**config.mk**
```make
export PLATFORM = sky130hd
export DESIGN_NAME = terminal_char_scheduler
export DESIGN_NICKNAME = d
export VERILOG_FILES = /design/src/rtl/terminal_char_scheduler.sv
export SDC_FILE = /design/constraint.sdc
export NUM_CORES = 1
export LEC_CHECK = 0
export ABC_AREA = 1
export CAP_MARGIN = 0
export CORE_ASPECT_RATIO = 1.25
export CORE_UTILIZATION = 35
export DETAILED_ROUTE_END_ITERATION = 10
export GPL_ROUTABILITY_DRIVEN = 0
export HOLD_SLACK_MARGIN = 0.02
export PLACE_DENSITY_LB_ADDON = 0.2
export SETUP_SLACK_MARGIN = 0.05
export SYNTH_ARGS = -nofsm -noshare
export SYNTH_HDL_FRONTEND = slang
export SYNTH_SLANG_ARGS = --single-unit
```
**constraint.sdc**
```tcl
create_clock -name clk -period 2.44 [get_ports clk]
set_input_delay 0.488 -clock clk [delete_from_list [all_inputs] [get_ports clk]]
set_output_delay 0.488 -clock clk [all_outputs]
set_load 0.05 [all_outputs]
```
**src/rtl/terminal_char_scheduler.sv**
```systemverilog
// terminal_char_scheduler
//   Merges characters from the host PIA port and the UART console into one
//   stream for the video terminal's rd[7:1]/da/rda_n input. A round-robin
//   arbiter feeds a circular FIFO; a handshake FSM presents one character at
//   a time and waits for the terminal's acknowledge, with timeout recovery.
//   Optional build macro: UPCASE_FOLD_EN folds 'a'..'z' to 'A'..'Z' at the
//   FIFO input (the terminal glyph ROM only holds upper case).
module terminal_char_scheduler #(
  parameter int FIFO_DEPTH     = 8,
  parameter int TIMEOUT_CYCLES = 500000,
  parameter int SYNC_STAGES    = 2
) (
  input  logic                          clk,
  input  logic                          rst,
  input  logic [6:0]                    host_char,
  input  logic                          host_valid,
  output logic                          host_ready,
  input  logic [6:0]                    uart_char,
  input  logic                          uart_valid,
  output logic                          uart_ready,
  output logic [7:1]                    rd,
  output logic                          da,
  input  logic                          rda_n,
  output logic                          busy,
  output logic [$clog2(FIFO_DEPTH):0]   fifo_level,
  output logic                          timeout_err,
  input  logic                          err_clr
);

  localparam int AW = $clog2(FIFO_DEPTH);
  localparam int LW = AW + 1;
  localparam int TW = (TIMEOUT_CYCLES > 1) ? $clog2(TIMEOUT_CYCLES) : 1;
  localparam logic [TW-1:0] TIMER_LAST = TW'(TIMEOUT_CYCLES - 1);
  localparam logic [LW-1:0] LEVEL_FULL = LW'(FIFO_DEPTH);

  typedef enum logic [1:0] {
    ST_IDLE    = 2'd0,
    ST_PRESENT = 2'd1,
    ST_RELEASE = 2'd2
  } state_t;

  // Case folding applied to every character before it is stored.
  function automatic logic [6:0] fold_char(input logic [6:0] c);
`ifdef UPCASE_FOLD_EN
    if ((c >= 7'h61) && (c <= 7'h7A)) begin
      fold_char = c - 7'h20;
    end else begin
      fold_char = c;
    end
`else
    fold_char = c;
`endif
  endfunction

  logic [6:0]             mem_r [FIFO_DEPTH];
  logic [AW-1:0]          wr_ptr_r;
  logic [AW-1:0]          rd_ptr_r;
  logic [LW-1:0]          count_r;
  logic                   init_done_r;
  logic                   rr_uart_r;
  logic [SYNC_STAGES-1:0] sync_r;
  state_t                 state_r;
  state_t                 next_state_s;
  logic [TW-1:0]          timer_r;
  logic [TW-1:0]          timer_next_s;
  logic [6:0]             rd_r;
  logic [6:0]             rd_next_s;
  logic                   da_r;
  logic                   da_next_s;
  logic                   timeout_err_r;
  logic                   err_set_s;
  logic                   host_grant_s;
  logic                   uart_grant_s;
  logic                   push_s;
  logic                   pop_s;
  logic [6:0]             push_char_s;
  logic                   full_s;
  logic                   empty_s;
  logic                   ack_s;

  assign full_s      = (count_r == LEVEL_FULL);
  assign empty_s     = (count_r == LW'(0));
  assign ack_s       = sync_r[SYNC_STAGES-1];
  assign push_s      = host_grant_s | uart_grant_s;
  assign push_char_s = fold_char(host_grant_s ? host_char : uart_char);

  assign host_ready  = host_grant_s;
  assign uart_ready  = uart_grant_s;
  assign rd          = rd_r;
  assign da          = da_r;
  assign fifo_level  = count_r;
  assign timeout_err = timeout_err_r;
  assign busy        = (!empty_s) || (state_r != ST_IDLE);

  // Round-robin grant: a lone requester always wins, a contested cycle goes to the pointer side.
  always_comb begin
    host_grant_s = 1'b0;
    uart_grant_s = 1'b0;
    if (init_done_r && !full_s) begin
      if (host_valid && uart_valid) begin
        if (rr_uart_r) begin
          uart_grant_s = 1'b1;
        end else begin
          host_grant_s = 1'b1;
        end
      end else if (host_valid) begin
        host_grant_s = 1'b1;
      end else if (uart_valid) begin
        uart_grant_s = 1'b1;
      end else begin
        host_grant_s = 1'b0;
        uart_grant_s = 1'b0;
      end
    end else begin
      host_grant_s = 1'b0;
      uart_grant_s = 1'b0;
    end
  end

  // Readies stay low until the first clock after reset release; pointer moves to the side not just served.
  always_ff @(posedge clk or posedge rst) begin
    if (rst) begin
      init_done_r <= 1'b0;
      rr_uart_r   <= 1'b0;
    end else begin
      init_done_r <= 1'b1;
      if (host_grant_s) begin
        rr_uart_r <= 1'b1;
      end else if (uart_grant_s) begin
        rr_uart_r <= 1'b0;
      end else begin
        rr_uart_r <= rr_uart_r;
      end
    end
  end

  // FIFO storage; contents are meaningless outside the occupied window so no reset is needed.
  always_ff @(posedge clk) begin
    if (push_s) begin
      mem_r[wr_ptr_r] <= push_char_s;
    end
  end

  // FIFO pointers and occupancy; simultaneous push and pop leave the level unchanged.
  always_ff @(posedge clk or posedge rst) begin
    if (rst) begin
      wr_ptr_r <= '0;
      rd_ptr_r <= '0;
      count_r  <= '0;
    end else begin
      if (push_s) begin
        wr_ptr_r <= wr_ptr_r + AW'(1);
      end
      if (pop_s) begin
        rd_ptr_r <= rd_ptr_r + AW'(1);
      end
      case ({push_s, pop_s})
        2'b10:   count_r <= count_r + LW'(1);
        2'b01:   count_r <= count_r - LW'(1);
        default: count_r <= count_r;
      endcase
    end
  end

  // Synchronise the terminal acknowledge (active low, asynchronous) into ack_s.
  always_ff @(posedge clk or posedge rst) begin
    if (rst) begin
      sync_r <= '0;
    end else begin
      sync_r <= {sync_r[SYNC_STAGES-2:0], ~rda_n};
    end
  end

  // Handshake FSM next-state and datapath updates; a timed-out character is simply dropped.
  always_comb begin
    next_state_s = state_r;
    timer_next_s = timer_r;
    rd_next_s    = rd_r;
    da_next_s    = da_r;
    pop_s        = 1'b0;
    err_set_s    = 1'b0;
    case (state_r)
      ST_IDLE: begin
        if (!empty_s) begin
          rd_next_s    = mem_r[rd_ptr_r];
          pop_s        = 1'b1;
          da_next_s    = 1'b1;
          timer_next_s = '0;
          next_state_s = ST_PRESENT;
        end else begin
          timer_next_s = '0;
        end
      end
      ST_PRESENT: begin
        if (ack_s) begin
          da_next_s    = 1'b0;
          timer_next_s = '0;
          next_state_s = ST_RELEASE;
        end else if (timer_r == TIMER_LAST) begin
          da_next_s    = 1'b0;
          err_set_s    = 1'b1;
          timer_next_s = '0;
          next_state_s = ST_RELEASE;
        end else begin
          timer_next_s = timer_r + TW'(1);
        end
      end
      ST_RELEASE: begin
        if (!ack_s) begin
          timer_next_s = '0;
          next_state_s = ST_IDLE;
        end else if (timer_r == TIMER_LAST) begin
          err_set_s    = 1'b1;
          timer_next_s = '0;
          next_state_s = ST_IDLE;
        end else begin
          timer_next_s = timer_r + TW'(1);
        end
      end
      default: begin
        da_next_s    = 1'b0;
        timer_next_s = '0;
        next_state_s = ST_IDLE;
      end
    endcase
  end

  // Handshake FSM state register and registered terminal outputs.
  always_ff @(posedge clk or posedge rst) begin
    if (rst) begin
      state_r <= ST_IDLE;
      timer_r <= '0;
      rd_r    <= 7'h00;
      da_r    <= 1'b0;
    end else begin
      state_r <= next_state_s;
      timer_r <= timer_next_s;
      rd_r    <= rd_next_s;
      da_r    <= da_next_s;
    end
  end

  // Sticky timeout flag; a new timeout in the same cycle beats err_clr.
  always_ff @(posedge clk or posedge rst) begin
    if (rst) begin
      timeout_err_r <= 1'b0;
    end else if (err_set_s) begin
      timeout_err_r <= 1'b1;
    end else if (err_clr) begin
      timeout_err_r <= 1'b0;
    end else begin
      timeout_err_r <= timeout_err_r;
    end
  end

endmodule

```
==> results.cfg <==
[run_status]
outcome = finished, final reports clean

[layout]
fin_nets = 548
final_common_cell = nand2_1
multiInputGateArea_um2 = 1670
drive_gt1_share_pct = 13.2
final.fill_count = 1233
fin_util_pct = 43.3
layout_common_cells = nand2_1 (108), nor2_1 (78), edfxtp_1 (56), dfrtp_1 (44), clkdlybuf4s50_1 (32)
post_layout_nonfiller_instances = 691
ff_latch_area_um2 = 2780
syn_to_final_growth_pct = 19.8
design_area_um2 = 5560
diodes = 0

[timing]
worstMarginPinSlew_ns = 0.509
slew-limit-headroom_pct = 66.0
final_max_slew_viol_count = 0
rsz0062_at_grt = no
finalCritPeriodShare_pct = 90.5
finClkSkew_ns = 0.00910
setup_tns_ns = 0
fmax_mhz = 453
finalSetupViolCount = 0
hold_viol_final = 0
min_period_ns = 2.21

[pwr]
p_sw_mw = 2.47
seq_power_share_pct = 37.3
p_per_area_nw_per_um2 = 1110
power.share.switching_pct = 39.9
ir_worst_vdd_v = 0.000694
clockPowerShare_pct = 22.6
fin_total_pwr_mw = 6.20
p_leak_nw = 2.18
combPwrFrac_pct = 40.0
p_int_mw = 3.72

[die]
ios = 36
die_w_um = 105
row_count = 46
die-area_um2 = 13700
start_util_pct = 36.2
die_h_um = 131
coreArea_um2 = 12800

[critical_path]
crit_required_ns = 1.95
path_cells = clkdlybuf4s50_1, a21boi_1, buf_4, nand2_4, inv_2, buf_12
slowest_stage = clkdlybuf4s50_1
start_kind = input port
crit_type = in -> out
slowest_delay_ns = 0.45
critPathBufInv = 4
worstPathArrival_ns = 1.72
crit_path_end_kind = output port
cp_max_fo = 10
critical_path.top_delay_family = buffers and inverters

[grt]
antenna_found_initial = 0
grt_pass1_wl_um = 16600
grt_max_degree = 31
grt_util_all_layers_pct = 16.2
overflow = 0
grt_pass1_vias = 3307

[drt]
ant_nets = 0
remaining_drc_errors = 0
drt_pre_antenna_iters = 4
vias = 3273
finalWirelength_um = 10200
wl_per_cell_um = 14.8
viasPerCell = 4.74
drtIter0Drc = 123

[clock_network]
cts_buffer_depth = 2
cts.repair.resized = 0
post-cts-setup-buffers = 0
cts_buffers = 9
holdBufCountCts = 0
cts.sink_count = 100
cts_tree = built
cts_max_level = 3
clock_latency_ns = 0.34
path_clk_slew_ns = 0.07
clockRootBuffer = clkbuf_16

[job]
maxCapViolCount = 0

[synthesis]
syn_inst = 466
synth_cell_types = 38
synth_area_um2 = 4640
yosysWarningCount = 0
ys_ff_latch = 100
yosysSeqAreaShare_pct = 60.0
syn_avg_cell_area_um2 = 9.96
synth.net_count = 496

[placed_design]
dpl.hpwl_um = 7230
io_buffer_count = 35
postPlaceCellArea_um2 = 5270
dpl.cell_count = 675

[min_path]
hold_class = reg -> reg
-- routing by layer --
layer	global-route usage (%)	part of all wire, %	wire length (um)
met2	29.6	54	5460
met5	0	0	0
met4	6.71	2.1	214
met1	18.7	42	4270
met3	2.98	2.5	259
-- area by class of cell --
class                           count  area share [%]
Multi-Input combinational cell    325            30.0
Tap cell                          168            3.78
Clock buffer                        9            4.05
Clock inverter                      7            1.19
Sequential cell                   100            50.0
Inverter                           30            2.03
Timing Repair Buffer               52            8.91
-- logic make-up (layout without fill, tap and decap cells) --
kind of cell,Yosys count,count (layout),share of synthesized area [%]
AOI/OAI and AO/OA,54,54,6.90
DFF,100,100,60.0
adders and majority gates,10,10,2.70
other,1,1,0.0808
xor gates and xnor gates,16,16,3.02
buffers and inverters,41,98,4.10
and+or+nand+nor,244,244,23.2
-- sequential cells by signal, indices dropped and copies added (netlist names) --
signal       cells
timer_r         19
wr_ptr_r         3
sync_r           2
rd               7
mem_r           56
state_r          2
fifo_level       4
rd_ptr_r         3
rr_uart_r        1
timeout_err      1
da               1
init_done_r      1
-- power groups by stage --
stage                     clock, mW  sequential [mW]  combinational (mW)
final                          1.40             2.31                2.48
after global routing           1.50             2.35                2.77
after CTS                      1.44             2.32                2.53
after detailed placement          0             2.35                2.52
after global placement            0             2.34                2.47
after floorplan                   0             2.64                1.43
-- Yosys cell counts, drive strengths merged --
| cell | number | area, um^2 |
|---|---|---|
| o22ai | 1 | 6.26 |
| a21boi | 1 | 7.51 |
| o21bai | 1 | 7.51 |
| clkinv | 1 | 3.75 |
| conb | 1 | 3.75 |
| o211ai | 15 | 113 |
| dfrtp | 44 | 1100 |
| edfxtp | 56 | 1680 |
| a21oi | 2 | 10.0 |
| and2 | 1 | 8.76 |
| nand4 | 7 | 43.8 |
| nor3 | 2 | 15.0 |
| buf | 9 | 70.1 |
| or2 | 1 | 8.76 |
| a21o | 1 | 7.51 |
| nand2 | 114 | 448 |
| nor2 | 93 | 397 |
| o21ai | 33 | 169 |
| inv | 29 | 109 |
| xor2 | 11 | 96.3 |
| ha | 10 | 125 |
| xnor2 | 5 | 43.8 |
| clkbuf | 2 | 7.51 |
| nand3 | 26 | 158 |
-- path summary, 6_finish.rpt --
path	slack, ns	cells after the start	from	to
max reg2reg	0.32	10	fifo_level[1]	fifo_level[2]
max in group asynchronous	1.54	3	rst	timer_r[10]
min in group asynchronous	0.37	2	rst	timer_r[18]
max	0.23	6	host_valid	host_ready
min	0.36	0	sync_r[0]	sync_r[1]
min reg2reg	0.36	0	sync_r[0]	sync_r[1]
-- metrics by stage --
step / setup slack, ns / hold slack, ns
3_3_place_gp: 0.0863 / 0.340
4_1_cts: 0.223 / 0.364
3_5_place_dp: 0.0359 / 0.349
5_1_grt: 0.151 / 0.368
6_report: 0.231 / 0.361
2_1_floorplan: 0.126 / 0.331
Power figures use the tool's default switching activity.
